[src/rtl/rom_msg_pkg.sv]
// Shared types and constants for the ROM message sequencer.
// Segment bounds are fixed; the separator address default lives here too.
package rom_msg_pkg;

    typedef enum logic [2:0] {
        ST_IDLE,
        ST_RD,
        ST_CAP,
        ST_OUT,
        ST_NEXT
    } state_e;

    localparam int SEG_CNT          = 4;
    localparam int SEG_IDX_W        = 2;
    localparam int SEP_ADDR_DEFAULT = 47;

    function automatic int seg_first(input logic [SEG_IDX_W-1:0] idx);
        case (idx)
            2'd0:    return 0;
            2'd1:    return 9;
            2'd2:    return 15;
            default: return 29;
        endcase
    endfunction

    function automatic int seg_last(input logic [SEG_IDX_W-1:0] idx);
        case (idx)
            2'd0:    return 8;
            2'd1:    return 14;
            2'd2:    return 21;
            default: return 36;
        endcase
    endfunction

endpackage

[src/rtl/rom_seg_ptr.sv]
// Segment index and ROM address counter for rom_msg_seq.
// Saturates at segment and message ends; never wraps back to address 0.
module rom_seg_ptr
    import rom_msg_pkg::*;
#(
    parameter int ADDR_W = 6
) (
    input  logic              clk,
    input  logic              rst_n,
    input  logic              i_load,
    input  logic              i_step,
    input  logic              i_next_seg,
    output logic [ADDR_W-1:0] o_addr,
    output logic [ADDR_W-1:0] o_next_seg_addr,
    output logic              o_last_in_seg,
    output logic              o_last_seg
);

    logic [SEG_IDX_W-1:0] r_seg;
    logic [ADDR_W-1:0]    r_addr;

    assign o_addr          = r_addr;
    assign o_last_in_seg   = (r_addr == ADDR_W'(seg_last(r_seg)));
    assign o_last_seg      = (r_seg == SEG_IDX_W'(SEG_CNT - 1));
    assign o_next_seg_addr = ADDR_W'(seg_first(r_seg + 1'b1));

    // NOTE: state registers use non-blocking assignments so every flop samples pre-edge values.
    always_ff @(posedge clk or negedge rst_n) begin
        if (!rst_n) begin
            r_seg  <= '0;
            r_addr <= '0;
        end else if (i_load) begin
            r_seg  <= '0;
            r_addr <= ADDR_W'(seg_first('0));
        end else if (i_next_seg && !o_last_seg) begin
            r_seg  <= r_seg + 1'b1;
            r_addr <= o_next_seg_addr;
        end else if (i_step && !o_last_in_seg) begin
            r_addr <= r_addr + 1'b1;
        end
    end

endmodule

[src/rtl/rom_msg_seq.sv]
// Reads a four-segment message from an external synchronous ROM and hands it out
// one character at a time over a valid/ready port. Define ROM_SEQ_SEP_EN to insert a separator.
module rom_msg_seq
    import rom_msg_pkg::*;
#(
    parameter int ADDR_W   = 6,
    parameter int DATA_W   = 8,
    parameter int SEP_ADDR = SEP_ADDR_DEFAULT
) (
    input  logic              clk,
    input  logic              rst_n,
    input  logic              start,
    input  logic              abort,
    output logic [ADDR_W-1:0] rom_addr,
    input  logic [DATA_W-1:0] rom_d,
    output logic [DATA_W-1:0] char_out,
    output logic              char_valid,
    input  logic              char_ready,
    output logic              busy,
    output logic              done
);

    state_e            r_state;
    logic [ADDR_W-1:0] r_rom_addr;
    logic [DATA_W-1:0] r_char;
    logic              r_valid;
    logic              r_busy;
    logic              r_done;

    logic [ADDR_W-1:0] w_addr;
    logic [ADDR_W-1:0] w_next_seg_addr;
    logic              w_last_in_seg;
    logic              w_last_seg;
    logic              w_sep_due;
    logic              w_in_next;

    assign rom_addr   = r_rom_addr;
    assign char_out   = r_char;
    assign char_valid = r_valid;
    assign busy       = r_busy;
    assign done       = r_done;

    assign w_in_next = (r_state == ST_NEXT) && !abort;

    rom_seg_ptr #(
        .ADDR_W (ADDR_W)
    ) u_ptr (
        .clk             (clk),
        .rst_n           (rst_n),
        .i_load          ((r_state == ST_IDLE) || abort),
        .i_step          (w_in_next && !w_last_in_seg),
        .i_next_seg      (w_in_next && w_last_in_seg && !w_last_seg && !w_sep_due),
        .o_addr          (w_addr),
        .o_next_seg_addr (w_next_seg_addr),
        .o_last_in_seg   (w_last_in_seg),
        .o_last_seg      (w_last_seg)
    );

`ifdef ROM_SEQ_SEP_EN
    // Set while the separator for the current segment end has been issued.
    logic r_sep;

    always_ff @(posedge clk or negedge rst_n) begin
        if (!rst_n) begin
            r_sep <= 1'b0;
        end else if ((r_state == ST_IDLE) || abort) begin
            r_sep <= 1'b0;
        end else if (w_in_next && w_last_in_seg && !w_last_seg) begin
            r_sep <= !r_sep;
        end
    end

    assign w_sep_due = !r_sep;
`else
    assign w_sep_due = 1'b0;
`endif

    always_ff @(posedge clk or negedge rst_n) begin
        if (!rst_n) begin
            r_state    <= ST_IDLE;
            r_rom_addr <= '0;
            r_char     <= '0;
            r_valid    <= 1'b0;
            r_busy     <= 1'b0;
            r_done     <= 1'b0;
        end else begin
            r_done <= 1'b0;
            if (abort && (r_state != ST_IDLE)) begin
                r_state <= ST_IDLE;
                r_valid <= 1'b0;
                r_busy  <= 1'b0;
            end else begin
                case (r_state)
                    ST_IDLE: begin
                        if (start && !abort) begin
                            r_state    <= ST_RD;
                            r_rom_addr <= ADDR_W'(seg_first('0));
                            r_busy     <= 1'b1;
                        end
                    end
                    ST_RD: r_state <= ST_CAP;
                    ST_CAP: begin
                        r_char  <= rom_d;
                        r_valid <= 1'b1;
                        r_state <= ST_OUT;
                    end
                    ST_OUT: begin
                        if (char_ready) begin
                            r_valid <= 1'b0;
                            r_state <= ST_NEXT;
                        end
                    end
                    ST_NEXT: begin
                        if (!w_last_in_seg) begin
                            r_rom_addr <= w_addr + 1'b1;
                            r_state    <= ST_RD;
                        end else if (w_last_seg) begin
                            r_state <= ST_IDLE;
                            r_busy  <= 1'b0;
                            r_done  <= 1'b1;
                        end else if (w_sep_due) begin
                            r_rom_addr <= ADDR_W'(SEP_ADDR);
                            r_state    <= ST_RD;
                        end else begin
                            r_rom_addr <= w_next_seg_addr;
                            r_state    <= ST_RD;
                        end
                    end
                    default: r_state <= ST_IDLE;
                endcase
            end
        end
    end

endmodule

[config.mk]
export PLATFORM = sky130hd
export DESIGN_NAME = rom_msg_seq
export DESIGN_NICKNAME = d
export VERILOG_FILES = /design/src/rtl/rom_msg_pkg.sv /design/src/rtl/rom_seg_ptr.sv /design/src/rtl/rom_msg_seq.sv
export SDC_FILE = /design/constraint.sdc
export NUM_CORES = 1
export LEC_CHECK = 0
export ABC_AREA = 0
export CAP_MARGIN = 20
export CORE_MARGIN = 8
export CORE_UTILIZATION = 50
export CTS_CLUSTER_DIAMETER = 80
export CTS_CLUSTER_SIZE = 30
export DETAILED_ROUTE_END_ITERATION = 6
export HOLD_SLACK_MARGIN = 0.08
export MAX_ROUTING_LAYER = met4
export PLACE_DENSITY = 0.86
export SLEW_MARGIN = 25
export SYNTH_ARGS = -nofsm -noshare
export SYNTH_HDL_FRONTEND = slang
export SYNTH_SLANG_ARGS = --single-unit
[constraint.sdc]
create_clock -name clk -period 2.6 [get_ports clk]
set_clock_uncertainty 0.15 [all_clocks]
set_input_delay 0.52 -clock clk [delete_from_list [all_inputs] [get_ports clk]]
set_output_delay 0.52 -clock clk [all_outputs]
set_load 0.005 [all_outputs]
# Word level (Yosys, flattened, before mapping)
# Index checks and enable logic that the tools add are counted.
[op_classes]
add_sub_neg = 2
n_reduce_logical = 26
n_bitwise = 1
n_eq_ne = 16
n_mux = 29
[op_table]
columns = ["operator", "count"]
rows = [
  ["6-bit 2-to-1 mux", 6],
  ["6-bit one-hot mux with 3 select lines", 1],
  ["3-bit one-hot mux with 5 select lines", 1],
  ["5-bit one-hot mux with 3 select lines", 1],
  ["1-bit 2-to-1 mux", 12],
  ["6-bit one-hot mux with 2 select lines", 1],
  ["3-bit nonzero test", 4],
  ["3-bit 2-to-1 mux", 3],
  ["3-bit by 1-bit != test with 1-bit output (second input constant)", 3],
  ["1-bit logical AND", 8],
  ["4-bit AND reduction", 2],
  ["6-bit by 1-bit adder with 6-bit output (second input constant)", 1],
  ["2-bit equality test (second input constant)", 3],
  ["3-bit by 2-bit equality test with 1-bit output (second input constant)", 2],
  ["6-bit equality test", 1],
  ["3-bit != test (second input constant)", 2],
  ["2-bit AND reduction", 3],
  ["2-bit by 1-bit equality test with 1-bit output (second input constant)", 2],
  ["2-bit zero test", 2],
  ["2-bit 2-to-1 mux", 2],
  ["1-bit one-hot mux with 2 select lines", 2],
  ["2-bit nonzero test", 2],
  ["3-bit by 1-bit equality test with 1-bit output (second input constant)", 1],
  ["3-bit equality test (second input constant)", 1],
  ["other kinds (6)", 8],
]
[totals]
input_bits = 13
register_bits = 28
wordCells = 82

# Depth between registers and ports, before layout
[logic_depth]
depth_word = 9
mapped_depth = 8
depth_no_buf = 7

# Hierarchy
# From an unflattened synthesis, not the netlist that was laid out.
[unflattened]
cells_unflattened = 157
hier_area_um2 = 1640.3
[modules_own_cells]
columns = ["module", "cells_each", "area_per_inst_um2", "instances"]
rows = [
  ["rom_msg_seq", 97, 1054.8, 1],
  ["rom_seg_ptr", 60, 585.6, 1],
]

# Worst setup path before layout
# Ideal clock, no wire load.
[synth_timing]
path_type = "register to register"
from = "register u_ptr.r_seg[0]"
to = "register u_ptr.r_addr[4] (netlist: u_ptr.o_addr[4])"
period_less_slack_ns = 2.362
setup_time_ns = 0.126
path_stages_with_launch = 9
arrival_time_ns = 2.086
slack_ns = 0.238
cell_sequence = "dfrtp_1 inv_1 ha_1 and3_1 o211ai_1 nor3_1 buf_2 a31o_2 a221o_1"
[synth_between]
elab_chain_len = 8
elab_cells_between_ends = 21
classes_between = "1 x add/sub; 6 x eq/ne; 4 x mux; 10 x reduce/logical"
[synth_rtl]
columns = ["item", "line", "rtl"]
rows = [
  ["start, declared", "rom_seg_ptr.sv:19", "logic [SEG_IDX_W-1:0] r_seg;"],
  ["start signal, assigned", "rom_seg_ptr.sv:36", "r_seg <= r_seg + 1'b1;"],
  ["2-bit equality test (tied with other cells)", "rom_msg_pkg.sv:27", "case (idx)"],
  ["6-bit one-hot mux with 3 select lines", "rom_msg_pkg.sv:27", ""],
  ["6-bit equality test", "rom_seg_ptr.sv:23", "assign o_last_in_seg = (r_addr == ADDR_W'(seg_last(r_seg)));"],
  ["1-bit logical AND (2 in a row)", "rom_msg_seq.sv:52", ".i_next_seg (w_in_next && w_last_in_seg && !w_last_seg && !w_sep_due),"],
  ["1-bit logical AND", "rom_seg_ptr.sv:35", "end else if (i_next_seg && !o_last_seg) begin"],
  ["6-bit 2-to-1 mux", "rom_seg_ptr.sv:35", ""],
  ["6-bit 2-to-1 mux", "rom_seg_ptr.sv:32", "end else if (i_load) begin"],
  ["end signal, assigned", "rom_seg_ptr.sv:34", "r_addr <= ADDR_W'(seg_first('0));"],
  ["end signal, assigned", "rom_seg_ptr.sv:37", "r_addr <= o_next_seg_addr;"],
  ["end signal, assigned", "rom_seg_ptr.sv:39", "r_addr <= r_addr + 1'b1;"],
  ["end, declared", "rom_seg_ptr.sv:20", "logic [ADDR_W-1:0] r_addr;"],
]
# Parallel ways exist; a longest one is shown, timed or not.
# A chain may end at the register's enable or synchronous reset.

# Worst setup path after layout
[layout_timing]
from = "register u_ptr.r_seg[0]"
to = "register r_rom_addr[0] (netlist: rom_addr[0])"
[layout_between]
elab_chain_len = 6
elab_cells_between_ends = 16
classes_between = "1 x add/sub; 7 x eq/ne; 5 x mux; 3 x reduce/logical"
[layout_rtl]
columns = ["item", "line", "rtl"]
rows = [
  ["2-bit by 1-bit adder with 2-bit output", "rom_seg_ptr.sv:25", "assign o_next_seg_addr = ADDR_W'(seg_first(r_seg + 1'b1));"],
  ["2-bit equality test (tied with other cells)", "rom_msg_pkg.sv:18", "case (idx)"],
  ["5-bit one-hot mux with 3 select lines", "rom_msg_pkg.sv:18", ""],
  ["6-bit 2-to-1 mux", "rom_msg_seq.sv:117", "end else if (w_last_seg) begin"],
  ["6-bit 2-to-1 mux", "rom_msg_seq.sv:114", "if (!w_last_in_seg) begin"],
  ["6-bit one-hot mux with 2 select lines", "rom_msg_seq.sv:93", "case (r_state)"],
  ["end signal, assigned", "rom_msg_seq.sv:97", "r_rom_addr <= ADDR_W'(seg_first('0));"],
  ["end signal, assigned", "rom_msg_seq.sv:115", "r_rom_addr <= w_addr + 1'b1;"],
  ["end signal, assigned", "rom_msg_seq.sv:122", "r_rom_addr <= ADDR_W'(SEP_ADDR);"],
  ["end, declared", "rom_msg_seq.sv:24", "logic [ADDR_W-1:0] r_rom_addr;"],
]
# Parallel ways exist; a longest one is shown, timed or not. The select of a mux whose other input is x is not followed.

==> results by group <==
Outcome
  • Status: completed

Floorplanning
  • Core area: 2950 µm²
  • Rows: 20
  • Chip Width: 70.7 µm
  • Die area: 5000 µm²
  • Initial Util: 0.506
  • Chip Height: 70.7 µm
  • Io pins: 30

Finish
  • Utilization after layout: 0.648
  • P&R area growth vs syn: 27.9%
  • N_diodes: 0
  • Nets: 192
  • Layout cells sized above 1: 0.152

Critical path
  • Critical Path Source: u_ptr.r_seg[0]
  • Required time of the critical path: 2.69 ns
  • Critical-path cell list: inv_1 -> ha_1 -> nor3_1 -> o211ai_1 -> nor3_2 -> buf_4 -> nor2_1 -> a221o_1
  • Setup Crit Path Kind: reg2reg
  • CP peak stage delay: 0.50 ns
  • Buffers plus inverters on the worst setup path: 2
  • CP Max Fanout: 7
  • Top cell family by delay on the critical path: simple AND/OR/NAND/NOR gates
  • Worst EP arrival: 2.55 ns
  • Worst Setup End Kind: flip-flop
  • Worst reg2reg startpoint: u_ptr.r_seg[0]
  • Slowest CP cell: dfrtp_1
  • Crit start category: flip-flop

Timing
  • Final Worst Setup Slack: 0.142 ns
  • Unrepaired setup endpoints after global routing: no
  • Max frequency: 407 MHz
  • Setup TNS: 0 ns
  • Crit path time final: 2.46 ns
  • Tcrit/Tclk final: 0.945
  • Least-Margin Pin Slew: 0.549 ns
  • Slew margin rel.: 0.632
  • Setup Viol. Count Final: 0
  • Final Hold Vio Count: 0
  • Pins Over Slew Limit: 0

Logic synthesis
  • Syn_nets: 156
  • Top-count cell post-synth: dfrtp_1
  • Synth area leaders: dfrtp_1, mux2_2, ha_1
  • Post-Syn Instances: 136
  • Synth Warn #: 0
  • Async S/R FF share, synth: 1.00
  • Dominant cell type by area after synthesis: dfrtp_1
  • Syn Area/Cell: 11.0 µm²
  • Post-synthesis cell area: 1500 µm²
  • Post-synth cell types: 37
  • #FFs+latches synth: 28
  • Main synth FF type: dfrtp_1
  • Post-synth top cells: dfrtp_1, nor2_1, nor3_1, mux2_2, ha_1
  • Yosys top cell area share: 0.469
  • EDFF count, synth: 0
  • Post-synthesis sequential area ratio: 0.469

Power and ir drop
  • Register share of total power: 0.458
  • Power per standard cell area: 673 nW/µm²
  • Peak supply drop: 0.424 mV
  • Combinational share of power: 0.314
  • Internal: 930 µW
  • Switch Pwr: 357 µW
  • Pleak: 0.000882 µW
  • Switching Share: 0.277
  • Clock share of power: 0.228

Global route
  • Initial antenna violation count: 0
  • First-pass GRT wire length: 5980 µm
  • Vias in the first global route: 1299
  • Global route overflow: 0
  • Largest net degree at the start of global routing: 29
  • Gr usage total: 0.150

Hold path
  • Hold Crit Start: rom_addr[5]
  • Hold Path Class: reg2reg

Drt
  • DRT antenna net count: 0
  • Drt first pass iters: 4
  • Residual DRC count: 0
  • Via count: 1215
  • DR vias/cell: 5.96
  • Total wire length: 3490 µm
  • Iter 0 DRT Violations: 50
  • Routed len/inst: 17.1 µm

Clock tree
  • Max clock buf depth: 2
  • CTS HTree Levels: 1
  • Num CTS Buffers: 3
  • CTS sink cnt: 28
  • Latest clock arrival within the worst-skew pair: 0.34 ns
  • CTS clock-pin slew for the worst setup and hold paths: 0.16 ns
  • Number of hold buffers added after CTS: 0
  • CTS tree: yes
  • CTS Root Cell: clkbuf_4

Placement
  • Global placement routability congestion: 0.872
  • DPL Wire Length: 2570 µm
  • Setup WS pre-CTS: -0.0887 ns
  • PortBufs: 29

Job
  • MaxCap Viol Count: 0
==> power groups by stage <==
stage	clock network, µW	registers [µW]	logic (µW)
after floorplan	0	589	169
after global placement	0	588	392
after detailed placement	0	599	402
after CTS	297	590	409
after global routing	308	601	442
final	293	589	404
==> routing by layer <==
metal	routed length [µm]	global-route usage	vias up
met5	0	-	-
met4	33	0.0600	0
met3	275	0.0466	7
met2	1730	0.246	40
met1	1440	0.166	608
li1	-	-	560
==> placed cells by master (no fill, tap or decap), types with 2 or more instances in the layout <==
cell type and count:
clkdlybuf4s50_1 29, dfrtp_1 28, nor2_1 11, buf_4 9
nor3_1 8, mux2_2 8, ha_1 7, inv_1 5
xnor2_1 5, a21o_1 5, xor2_1 4, nand2_1 4
nand3_1 4, o2bb2ai_1 4, and3_1 3, a221o_1 3
nor2b_1 3, mux2i_1 3, clkbuf_4 3, o211ai_1 2
o21ai_0 2, a21oi_1 2, or3_1 2, nor4_1 2
a21bo_2 2
==> state kept, by name (all words and copies together) (netlist names) <==
register / count
char_valid: 1
busy: 1
u_ptr.r_seg: 2
u_ptr.o_addr: 6
char_out: 8
r_state: 3
rom_addr: 6
done: 1
==> layout make-up <==
type                    count  area [µm²]
inverters                   5        18.8
well taps                  33        41.3
repair buffers             38         358
multi-input cells          96         742
clock buffers               3        22.5
fillers                   246        1040
flip-flops and latches     28         701
clock inverters             1        30.0
==> through the flow <==
step / instance area, µm² / hold WS [ns] / total power (µW) / instances
CTS: 1910 / 0.353 / 1290 / 204
finish: 1910 / 0.349 / 1290 / 204
global placement: 1860 / 0.316 / 980 / 200
global route: 1910 / 0.380 / 1350 / 204
detailed placement: 1860 / 0.319 / 1000 / 200
floorplan: 1500 / 0.0744 / 758 / 136
==> cells by family after synthesis <==
logic type / share of synthesized area
muxes: 0.0803
adders and majority gates: 0.0586
and+or+nand+nor: 0.155
xor gates and xnor gates: 0.0527
buffers and inverters: 0.0385
DFF: 0.469
AOI/OAI and AO/OA: 0.146
==> final timing paths <==
path	slack (ns)	depth (start not counted)	endpoint
max in group asynchronous	1.66	2	rom_addr[0]
min reg2reg	0.35	1	rom_addr[5]
max reg2reg	0.14	8	rom_addr[0]
min in group asynchronous	0.38	2	u_ptr.r_seg[0]
max	0.14	8	rom_addr[0]
min	0.35	1	rom_addr[5]
==> timing repair <==
item	in CTS	in global routing
gates resized for setup	0	1
hold endpoints to repair	0	0
buffers inserted	0	0
endpoints found under the setup margin	0	9
(Power assumes the default switching activity.)
